<file path="src/rtl/mem_arb_pkg.sv">
// Shared types and defaults for the unified memory port arbiter.
package mem_arb_pkg;

  // Which requester owns the response that is in flight.
  typedef enum logic {
    OWN_I = 1'b0,
    OWN_D = 1'b1
  } owner_e;

  localparam int ADDR_W_DEF = 32;
  localparam int DATA_W_DEF = 32;
  localparam int STARVE_W   = 4;

endpackage

</file>
<file path="src/rtl/mem_port_arbiter_if.sv">
// Bundle of the fetch, load/store and memory-side signals of the arbiter.
// slave  : the arbiter's view (takes requests, drives grants/responses/memory port).
// master : the surrounding core/memory view.
interface mem_port_arbiter_if
  import mem_arb_pkg::*;
#(
  parameter int ADDR_W = ADDR_W_DEF,
  parameter int DATA_W = DATA_W_DEF
);
  localparam int STRB_W = DATA_W / 8;

  logic              i_req;
  logic [ADDR_W-1:0] i_addr;
  logic              i_gnt;
  logic              i_rvalid;
  logic [DATA_W-1:0] i_rdata;

  logic              d_req;
  logic [ADDR_W-1:0] d_addr;
  logic              d_we;
  logic [STRB_W-1:0] d_wstrb;
  logic [DATA_W-1:0] d_wdata;
  logic              d_gnt;
  logic              d_rvalid;
  logic [DATA_W-1:0] d_rdata;

  logic [ADDR_W-1:0] m_addr;
  logic              m_we;
  logic [STRB_W-1:0] m_wstrb;
  logic [DATA_W-1:0] m_wdata;
  logic [DATA_W-1:0] m_rdata;

  modport slave (
    input  i_req, i_addr, d_req, d_addr, d_we, d_wstrb, d_wdata, m_rdata,
    output i_gnt, i_rvalid, i_rdata, d_gnt, d_rvalid, d_rdata,
           m_addr, m_we, m_wstrb, m_wdata
  );

  modport master (
    output i_req, i_addr, d_req, d_addr, d_we, d_wstrb, d_wdata, m_rdata,
    input  i_gnt, i_rvalid, i_rdata, d_gnt, d_rvalid, d_rdata,
           m_addr, m_we, m_wstrb, m_wdata
  );

endinterface

</file>
<file path="src/rtl/mem_arb_select.sv">
// Combinational one-hot grant selection between fetch and data requesters.
// RR_EN = 0: data wins a conflict unless the starvation limit is hit.
// RR_EN = 1: the requester not granted last wins a conflict.
module mem_arb_select
  import mem_arb_pkg::*;
#(
  parameter bit RR_EN = 1'b0
) (
  input  logic rst_i,
  input  logic i_req_i,
  input  logic d_req_i,
  input  logic starve_hit_i,  // fetch has been denied the maximum number of cycles
  input  logic rr_last_i,     // 1 = fetch was granted last, 0 = data was
  output logic i_gnt_o,
  output logic d_gnt_o
);

  logic fetch_wins;

  // Resolve conflicts and gate every grant with reset.
  always_comb begin
    fetch_wins = RR_EN ? ~rr_last_i : starve_hit_i;
    i_gnt_o    = ~rst_i & i_req_i & (~d_req_i | fetch_wins);
    d_gnt_o    = ~rst_i & d_req_i & ~(i_req_i & fetch_wins);
  end

endmodule

</file>
<file path="src/rtl/mem_port_arbiter.sv">
// Shares one memory address/data port between instruction fetch and load/store.
// One access per cycle, registered response with fixed 1-cycle latency.
// Optional feature: define MEM_ARB_ROUND_ROBIN_EN to replace data priority with
// the starvation counter by alternating round-robin arbitration.
module mem_port_arbiter
  import mem_arb_pkg::*;
#(
  parameter int ADDR_W     = ADDR_W_DEF,
  parameter int DATA_W     = DATA_W_DEF,
  parameter int STARVE_MAX = 4
) (
  input logic              clk,
  input logic              rst,
  mem_port_arbiter_if.slave bus
);

  localparam int STRB_W = DATA_W / 8;

  logic i_gnt;
  logic d_gnt;
  logic starve_hit;
  logic rr_last;

`ifdef MEM_ARB_ROUND_ROBIN_EN
  localparam bit RR_EN = 1'b1;

  logic rr_last_q, rr_last_d;

  // Remember which requester got the port most recently.
  always_comb begin
    rr_last_d = rr_last_q;
    if (i_gnt) begin
      rr_last_d = 1'b1;
    end else if (d_gnt) begin
      rr_last_d = 1'b0;
    end
  end

  // Round-robin state register.
  always_ff @(posedge clk) begin
    if (rst) begin
      rr_last_q <= 1'b0;
    end else begin
      rr_last_q <= rr_last_d;
    end
  end

  assign rr_last    = rr_last_q;
  assign starve_hit = 1'b0;
`else
  localparam bit RR_EN = 1'b0;
  localparam logic [STARVE_W-1:0] STARVE_LIM = STARVE_W'(STARVE_MAX);

  logic [STARVE_W-1:0] starve_cnt_q, starve_cnt_d;

  // Count consecutive cycles in which fetch asks but is refused; saturate at the limit.
  always_comb begin
    starve_cnt_d = '0;
    if (bus.i_req && !i_gnt) begin
      starve_cnt_d = (starve_cnt_q == STARVE_LIM) ? starve_cnt_q : starve_cnt_q + 1'b1;
    end
  end

  // Starvation counter register.
  always_ff @(posedge clk) begin
    if (rst) begin
      starve_cnt_q <= '0;
    end else begin
      starve_cnt_q <= starve_cnt_d;
    end
  end

  assign starve_hit = (starve_cnt_q == STARVE_LIM);
  assign rr_last    = 1'b0;
`endif

  mem_arb_select #(
    .RR_EN (RR_EN)
  ) u_select (
    .rst_i        (rst),
    .i_req_i      (bus.i_req),
    .d_req_i      (bus.d_req),
    .starve_hit_i (starve_hit),
    .rr_last_i    (rr_last),
    .i_gnt_o      (i_gnt),
    .d_gnt_o      (d_gnt)
  );

  // Response register: owner of the in-flight access plus per-port read data that
  // holds until that port's next response. A write completes with zero data.
  logic              rsp_vld_q, rsp_vld_d;
  owner_e            rsp_own_q, rsp_own_d;
  logic [DATA_W-1:0] i_rdata_q, i_rdata_d;
  logic [DATA_W-1:0] d_rdata_q, d_rdata_d;

  // Capture the access being granted this cycle.
  always_comb begin
    rsp_vld_d = i_gnt | d_gnt;
    rsp_own_d = d_gnt ? OWN_D : OWN_I;
    i_rdata_d = i_gnt ? bus.m_rdata : i_rdata_q;
    d_rdata_d = d_rdata_q;
    if (d_gnt) begin
      d_rdata_d = bus.d_we ? '0 : bus.m_rdata;
    end
  end

  // Response registers; reset drops any pending completion.
  always_ff @(posedge clk) begin
    if (rst) begin
      rsp_vld_q <= 1'b0;
      rsp_own_q <= OWN_I;
      i_rdata_q <= '0;
      d_rdata_q <= '0;
    end else begin
      rsp_vld_q <= rsp_vld_d;
      rsp_own_q <= rsp_own_d;
      i_rdata_q <= i_rdata_d;
      d_rdata_q <= d_rdata_d;
    end
  end

  logic [ADDR_W-1:0] m_addr_mux;

  // Steer the granted requester onto the memory port; idle cycles present zeros.
  always_comb begin
    m_addr_mux = '0;
    if (i_gnt) begin
      m_addr_mux = bus.i_addr;
    end else if (d_gnt) begin
      m_addr_mux = bus.d_addr;
    end
  end

  assign bus.i_gnt    = i_gnt;
  assign bus.d_gnt    = d_gnt;
  assign bus.m_addr   = m_addr_mux;
  assign bus.m_we     = d_gnt & bus.d_we;
  assign bus.m_wstrb  = (d_gnt & bus.d_we) ? bus.d_wstrb : {STRB_W{1'b0}};
  assign bus.m_wdata  = bus.d_wdata;

  // Responses are suppressed while reset is held so nothing pending leaks out.
  assign bus.i_rvalid = ~rst & rsp_vld_q & (rsp_own_q == OWN_I);
  assign bus.d_rvalid = ~rst & rsp_vld_q & (rsp_own_q == OWN_D);
  assign bus.i_rdata  = rst ? '0 : i_rdata_q;
  assign bus.d_rdata  = rst ? '0 : d_rdata_q;

endmodule

</file>
<file path="src/flat_wrapper.sv">
// flat-port wrapper written by rule: the top's interface ports become plain ports
module mem_port_arbiter_flat import mem_arb_pkg::*;
#(
  parameter int ADDR_W     = ADDR_W_DEF,
  parameter int DATA_W     = DATA_W_DEF,
  parameter int STARVE_MAX = 4
)
  (clk, rst, bus_i_req, bus_i_addr, bus_d_req, bus_d_addr, bus_d_we, bus_d_wstrb, bus_d_wdata, bus_m_rdata, bus_i_gnt, bus_i_rvalid, bus_i_rdata, bus_d_gnt, bus_d_rvalid, bus_d_rdata, bus_m_addr, bus_m_we, bus_m_wstrb, bus_m_wdata);
  mem_port_arbiter_if #(.ADDR_W(ADDR_W), .DATA_W(DATA_W)) bus_i ();
  input logic clk;
  input logic rst;
  input wire logic [$bits(bus_i.i_req)-1:0] bus_i_req;
  input wire logic [$bits(bus_i.i_addr)-1:0] bus_i_addr;
  input wire logic [$bits(bus_i.d_req)-1:0] bus_d_req;
  input wire logic [$bits(bus_i.d_addr)-1:0] bus_d_addr;
  input wire logic [$bits(bus_i.d_we)-1:0] bus_d_we;
  input wire logic [$bits(bus_i.d_wstrb)-1:0] bus_d_wstrb;
  input wire logic [$bits(bus_i.d_wdata)-1:0] bus_d_wdata;
  input wire logic [$bits(bus_i.m_rdata)-1:0] bus_m_rdata;
  output wire logic [$bits(bus_i.i_gnt)-1:0] bus_i_gnt;
  output wire logic [$bits(bus_i.i_rvalid)-1:0] bus_i_rvalid;
  output wire logic [$bits(bus_i.i_rdata)-1:0] bus_i_rdata;
  output wire logic [$bits(bus_i.d_gnt)-1:0] bus_d_gnt;
  output wire logic [$bits(bus_i.d_rvalid)-1:0] bus_d_rvalid;
  output wire logic [$bits(bus_i.d_rdata)-1:0] bus_d_rdata;
  output wire logic [$bits(bus_i.m_addr)-1:0] bus_m_addr;
  output wire logic [$bits(bus_i.m_we)-1:0] bus_m_we;
  output wire logic [$bits(bus_i.m_wstrb)-1:0] bus_m_wstrb;
  output wire logic [$bits(bus_i.m_wdata)-1:0] bus_m_wdata;
  assign bus_i.i_req = bus_i_req;
  assign bus_i.i_addr = bus_i_addr;
  assign bus_i.d_req = bus_d_req;
  assign bus_i.d_addr = bus_d_addr;
  assign bus_i.d_we = bus_d_we;
  assign bus_i.d_wstrb = bus_d_wstrb;
  assign bus_i.d_wdata = bus_d_wdata;
  assign bus_i.m_rdata = bus_m_rdata;
  assign bus_i_gnt = bus_i.i_gnt;
  assign bus_i_rvalid = bus_i.i_rvalid;
  assign bus_i_rdata = bus_i.i_rdata;
  assign bus_d_gnt = bus_i.d_gnt;
  assign bus_d_rvalid = bus_i.d_rvalid;
  assign bus_d_rdata = bus_i.d_rdata;
  assign bus_m_addr = bus_i.m_addr;
  assign bus_m_we = bus_i.m_we;
  assign bus_m_wstrb = bus_i.m_wstrb;
  assign bus_m_wdata = bus_i.m_wdata;
  mem_port_arbiter #(.ADDR_W(ADDR_W), .DATA_W(DATA_W), .STARVE_MAX(STARVE_MAX)) u_core (.clk(clk), .rst(rst), .bus(bus_i));
endmodule
</file>
<file path="config.mk">
export PLATFORM = sky130hd
export DESIGN_NAME = mem_port_arbiter_flat
export DESIGN_NICKNAME = d
export VERILOG_FILES = /design/src/rtl/mem_arb_pkg.sv /design/src/rtl/mem_port_arbiter_if.sv /design/src/rtl/mem_arb_select.sv /design/src/rtl/mem_port_arbiter.sv /design/src/flat_wrapper.sv
export SDC_FILE = /design/constraint.sdc
export NUM_CORES = 1
export LEC_CHECK = 0
export CORE_AREA = 2 2 107 109
export DETAILED_ROUTE_END_ITERATION = 12
export DIE_AREA = 0 0 109 111
export GPL_TIMING_DRIVEN = 0
export PLACE_DENSITY = 0.8
export RECOVER_POWER = 100
export SLEW_MARGIN = 20
export SYNTH_ARGS = -nofsm -noshare
export SYNTH_HDL_FRONTEND = slang
export SYNTH_SLANG_ARGS = --single-unit
</file>
<file path="constraint.sdc">
create_clock -name clk -period 1.79 [get_ports clk]
set_input_delay 0.179 -clock clk [delete_from_list [all_inputs] [get_ports clk]]
set_output_delay 0.179 -clock clk [all_outputs]
set_load 0.02 [all_outputs]
</file>
==> flow_metrics.tcl, run 1 <==
set metrics [dict create \
    final_common_cell "clkdlybuf4s50_1" \
    grt_pass1_vias 3698 \
    holdBufCountCts 0 \
    place_inst 732 \
    slew_viol_final 0 \
    fp-row-count 39 \
    fin_cells 766 \
    pwr-share-comb_pct 25.8 \
    grt_pass1_wl_mm 19.7 \
    fin_tns_setup_ns -10.04 \
    cp_slowest_stage_delay_ns 0.32 \
    clk_pin_slew_ns 0.05 \
    hp-class "in2reg" \
    worst_r2r_endpoint "u_core.i_rdata_q[17]" \
    r2r-start "u_core.starve_cnt_q[1]" \
    crit_path_end_kind "output port" \
    dp_hpwl_mm 10.1 \
    drtPass1Iterations 4 \
    fin_nets 757 \
    yosysSeqAreaShare_pct 37.6 \
    path_cells "inv_2 > ha_4 > nand3b_4 > buf_4 > a21oi_4 > buf_12 > clkbuf_16 > a22o_1 > buf_6" \
    intPower_mw 3.48 \
    synth-xor-area-share_pct 0.470 \
    drc 0 \
    portBuffers 241 \
    antenna_found_initial 0 \
    crit_family "buffers and inverters" \
    clock-root-buffer "clkbuf_16" \
    netlist_area_mm2 0.00373 \
    hold_viol 0 \
    synth-simple-area-share_pct 19.2 \
    p_per_area_mw_per_mm2 663 \
    worstPathRequired_ns 1.61 \
    final.setup.worst_slack_ns -0.259 \
    initial_core_util_pct 33.7 \
    min_path_cells 3 \
    drt_iter0_markers 121 \
    synthCells 348 \
    power_leakage_nw 3.18 \
    clk_latency_ns 0.33 \
    slew-limit-headroom_pct 69.4 \
    p_seq_share_pct 35.8 \
    peakVddDrop_mv 0.576 \
    num_vias 3498 \
    synth_top_family_by_area "multiplexers" \
    switching_share_pct 24.7 \
    viasPerCell 4.57 \
    fp.dieH_um 111 \
    power.switching_mw 1.14 \
    multi_input_area_mm2 0.00196 \
    core_region_area_mm2 0.0111 \
    final_cell_mix "119 x clkdlybuf4s50_1, 89 x nor2b_1, 69 x dfxtp_1" \
    violations "negative setup slack" \
    grt_max_degree 12 \
    clock_sinks 70 \
    wire_per_inst_um 17.6 \
    crit_slowest_cell "dfxtp_2" \
    path_buf_inv 5 \
    routed_wirelength_mm 13.5 \
    finalSetupViolCount 56 \
    r2r_cells 10 \
    startpoint_type "flip-flop" \
    synth_seq_cells 70 \
    min_period_ns 2.05 \
    min_to "u_core.rsp_own_q" \
    syn_area_per_cell_um2 10.7 \
    drtAntennaViolNets 0 \
    grt.overflow.total 0 \
    layout.area.seq_mm2 0.00140 \
    syn_to_final_growth_pct 87.2 \
    cts_made_buffers 9 \
    yosys_warnings 0 \
    die_area_mm2 0.0121 \
    htreeDepth 3 \
    arrival_ns 1.87 \
    gp_congestion 0.879 \
    final_core_util_pct 63.0 \
    yosysUniqueCellTypes 26 \
    dieWidth_um 109 \
    yosys-mux-area-fraction_pct 22.5 \
    reg2reg_slack_ns -0.15 \
    clock.fmax_ghz 0.488 \
    hold_ws_ns 0.381 \
    syn_nets 487 \
    clkPwrFrac_pct 38.4 \
    cts_tree "built" \
    antennaDiodeCount 0 \
    min_from "rst" \
    synth_compound_area_share_pct 8.19 \
    io_pins 274 \
    synthAdderAreaFrac_pct 0.671 \
    drv_cap 0 \
    fill_cells 910 \
    rsz0062_at_grt "true" \
    finalCritPeriodShare_pct 114 \
    path_max_fanout 9 \
    drive_above_1_share_pct 32.6 \
    critPathKind "reg2out" \
    cts_buffer_depth 2 \
    status "finished, violations left" \
    grt.total_usage_pct 21.5 \
    worst_pin_slew_ns 0.459 \
    finClkSkew_ns 0.00639 \
]
-- power groups by stage --
stage / registers (mW) / clock network (mW) / logic, mW
after floorplan: 1.68 / 0 / 0.553
after global placement: 1.69 / 0 / 1.12
after detailed placement: 1.69 / 0 / 1.13
after CTS: 1.66 / 1.83 / 1.20
after global routing: 1.66 / 1.91 / 1.26
final: 1.66 / 1.78 / 1.19
-- how the worst max path moves through the flow --
stage	start	endpoint	slack, ns	depth (start not counted)
2_1_floorplan	u_core.starve_cnt_q[0]	bus_m_addr[22]	0.11	7
3_3_place_gp	rst	bus_m_addr[16]	-0.80	7
3_5_place_dp	rst	bus_m_addr[16]	-0.83	7
4_1_cts	u_core.starve_cnt_q[1]	bus_m_addr[4]	-0.27	9
5_1_grt	u_core.starve_cnt_q[1]	bus_m_addr[7]	-0.33	9
6_report	u_core.starve_cnt_q[1]	bus_m_addr[19]	-0.26	9
-- cell usage after synthesis, drive strengths merged --
library cell  count  area (um^2)
nand3b            1         20.0
nor2              2         7.51
nor2b            89          557
dfxtp            70         1400
clkbuf            7         27.5
nor3              4         20.0
nand2             1         3.75
and3              5         31.3
nand2b            1         6.26
a22o             32          280
buf              50          377
nand3             1         5.00
xor2              1         8.76
nor3b             1         7.51
ha                2         25.0
a21oi             1         5.00
xnor2             1         8.76
inv               5         18.8
mux2             64          841
and2              1         6.26
o211a             2         20.0
and2b             7         52.6
-- kinds of logic after synthesis --
kind of cell / Yosys count
AOI/OAI and AO/OA: 35
xor gates and xnor gates: 2
adders and majority gates: 2
buffers and inverters: 62
DFF: 70
muxes: 64
and+or+nand+nor: 113
-- metrics by stage --
step,power (mW),area [um^2],setup slack (ns)
2_1_floorplan,2.24,3730,0.114
3_3_place_gp,2.81,6320,-0.802
3_5_place_dp,2.82,6320,-0.830
4_1_cts,4.68,6910,-0.266
5_1_grt,4.83,6980,-0.330
6_report,4.63,6980,-0.259
-- registers in the layout, summed over array words and instances, names as in the netlist --
signal,cells
u_core.d_rdata_q,32
u_core.rsp_vld_q,1
u_core.i_rdata_q,32
u_core.rsp_own_q,1
u_core.starve_cnt_q,4
-- area by class of cell --
class / instances / area share [%]
inverter: 5 / 0.269
sequential: 70 / 20.1
clock inverter: 4 / 0.645
clock buffer: 12 / 3.67
buffer: 57 / 7.60
tap: 143 / 2.56
timing repair buffer: 259 / 37.0
multi-input combinational: 216 / 28.1
-- worst min-delay path: stages --
cell and delay [ns]:
dlygate4sd2_1 0.28, inv_1 0.09, o211a_1 0.11
-- per-layer routing --
metal / part of all wire (%) / GRT usage, % / wire (um) / up-vias
met2: 52 / 38.3 / 7010 / 155
met1: 37 / 23.1 / 4980 / 1632
met3: 8.7 / 6.53 / 1170 / 22
met4: 2.3 / 8.89 / 310 / 0
li1: - / - / - / 1689
met5: 0 / 0 / 0 / -
-- repair_timing --
action                                  4_1_cts  5_1_grt
buffers inserted                              9        3
resized for setup                           327       26
endpoints found under the setup margin      121      101
cloned                                        4        2
pin swaps                                    29        6
Note: power is estimated with default switching activity, not from simulation.
==> run 2, diff against run 1 <==
CTS_CLUSTER_DIAMETER = 200   (was unset)
==> results of run 2 <==
The final DEF is identical to that of run 1; final timing and power are the same.
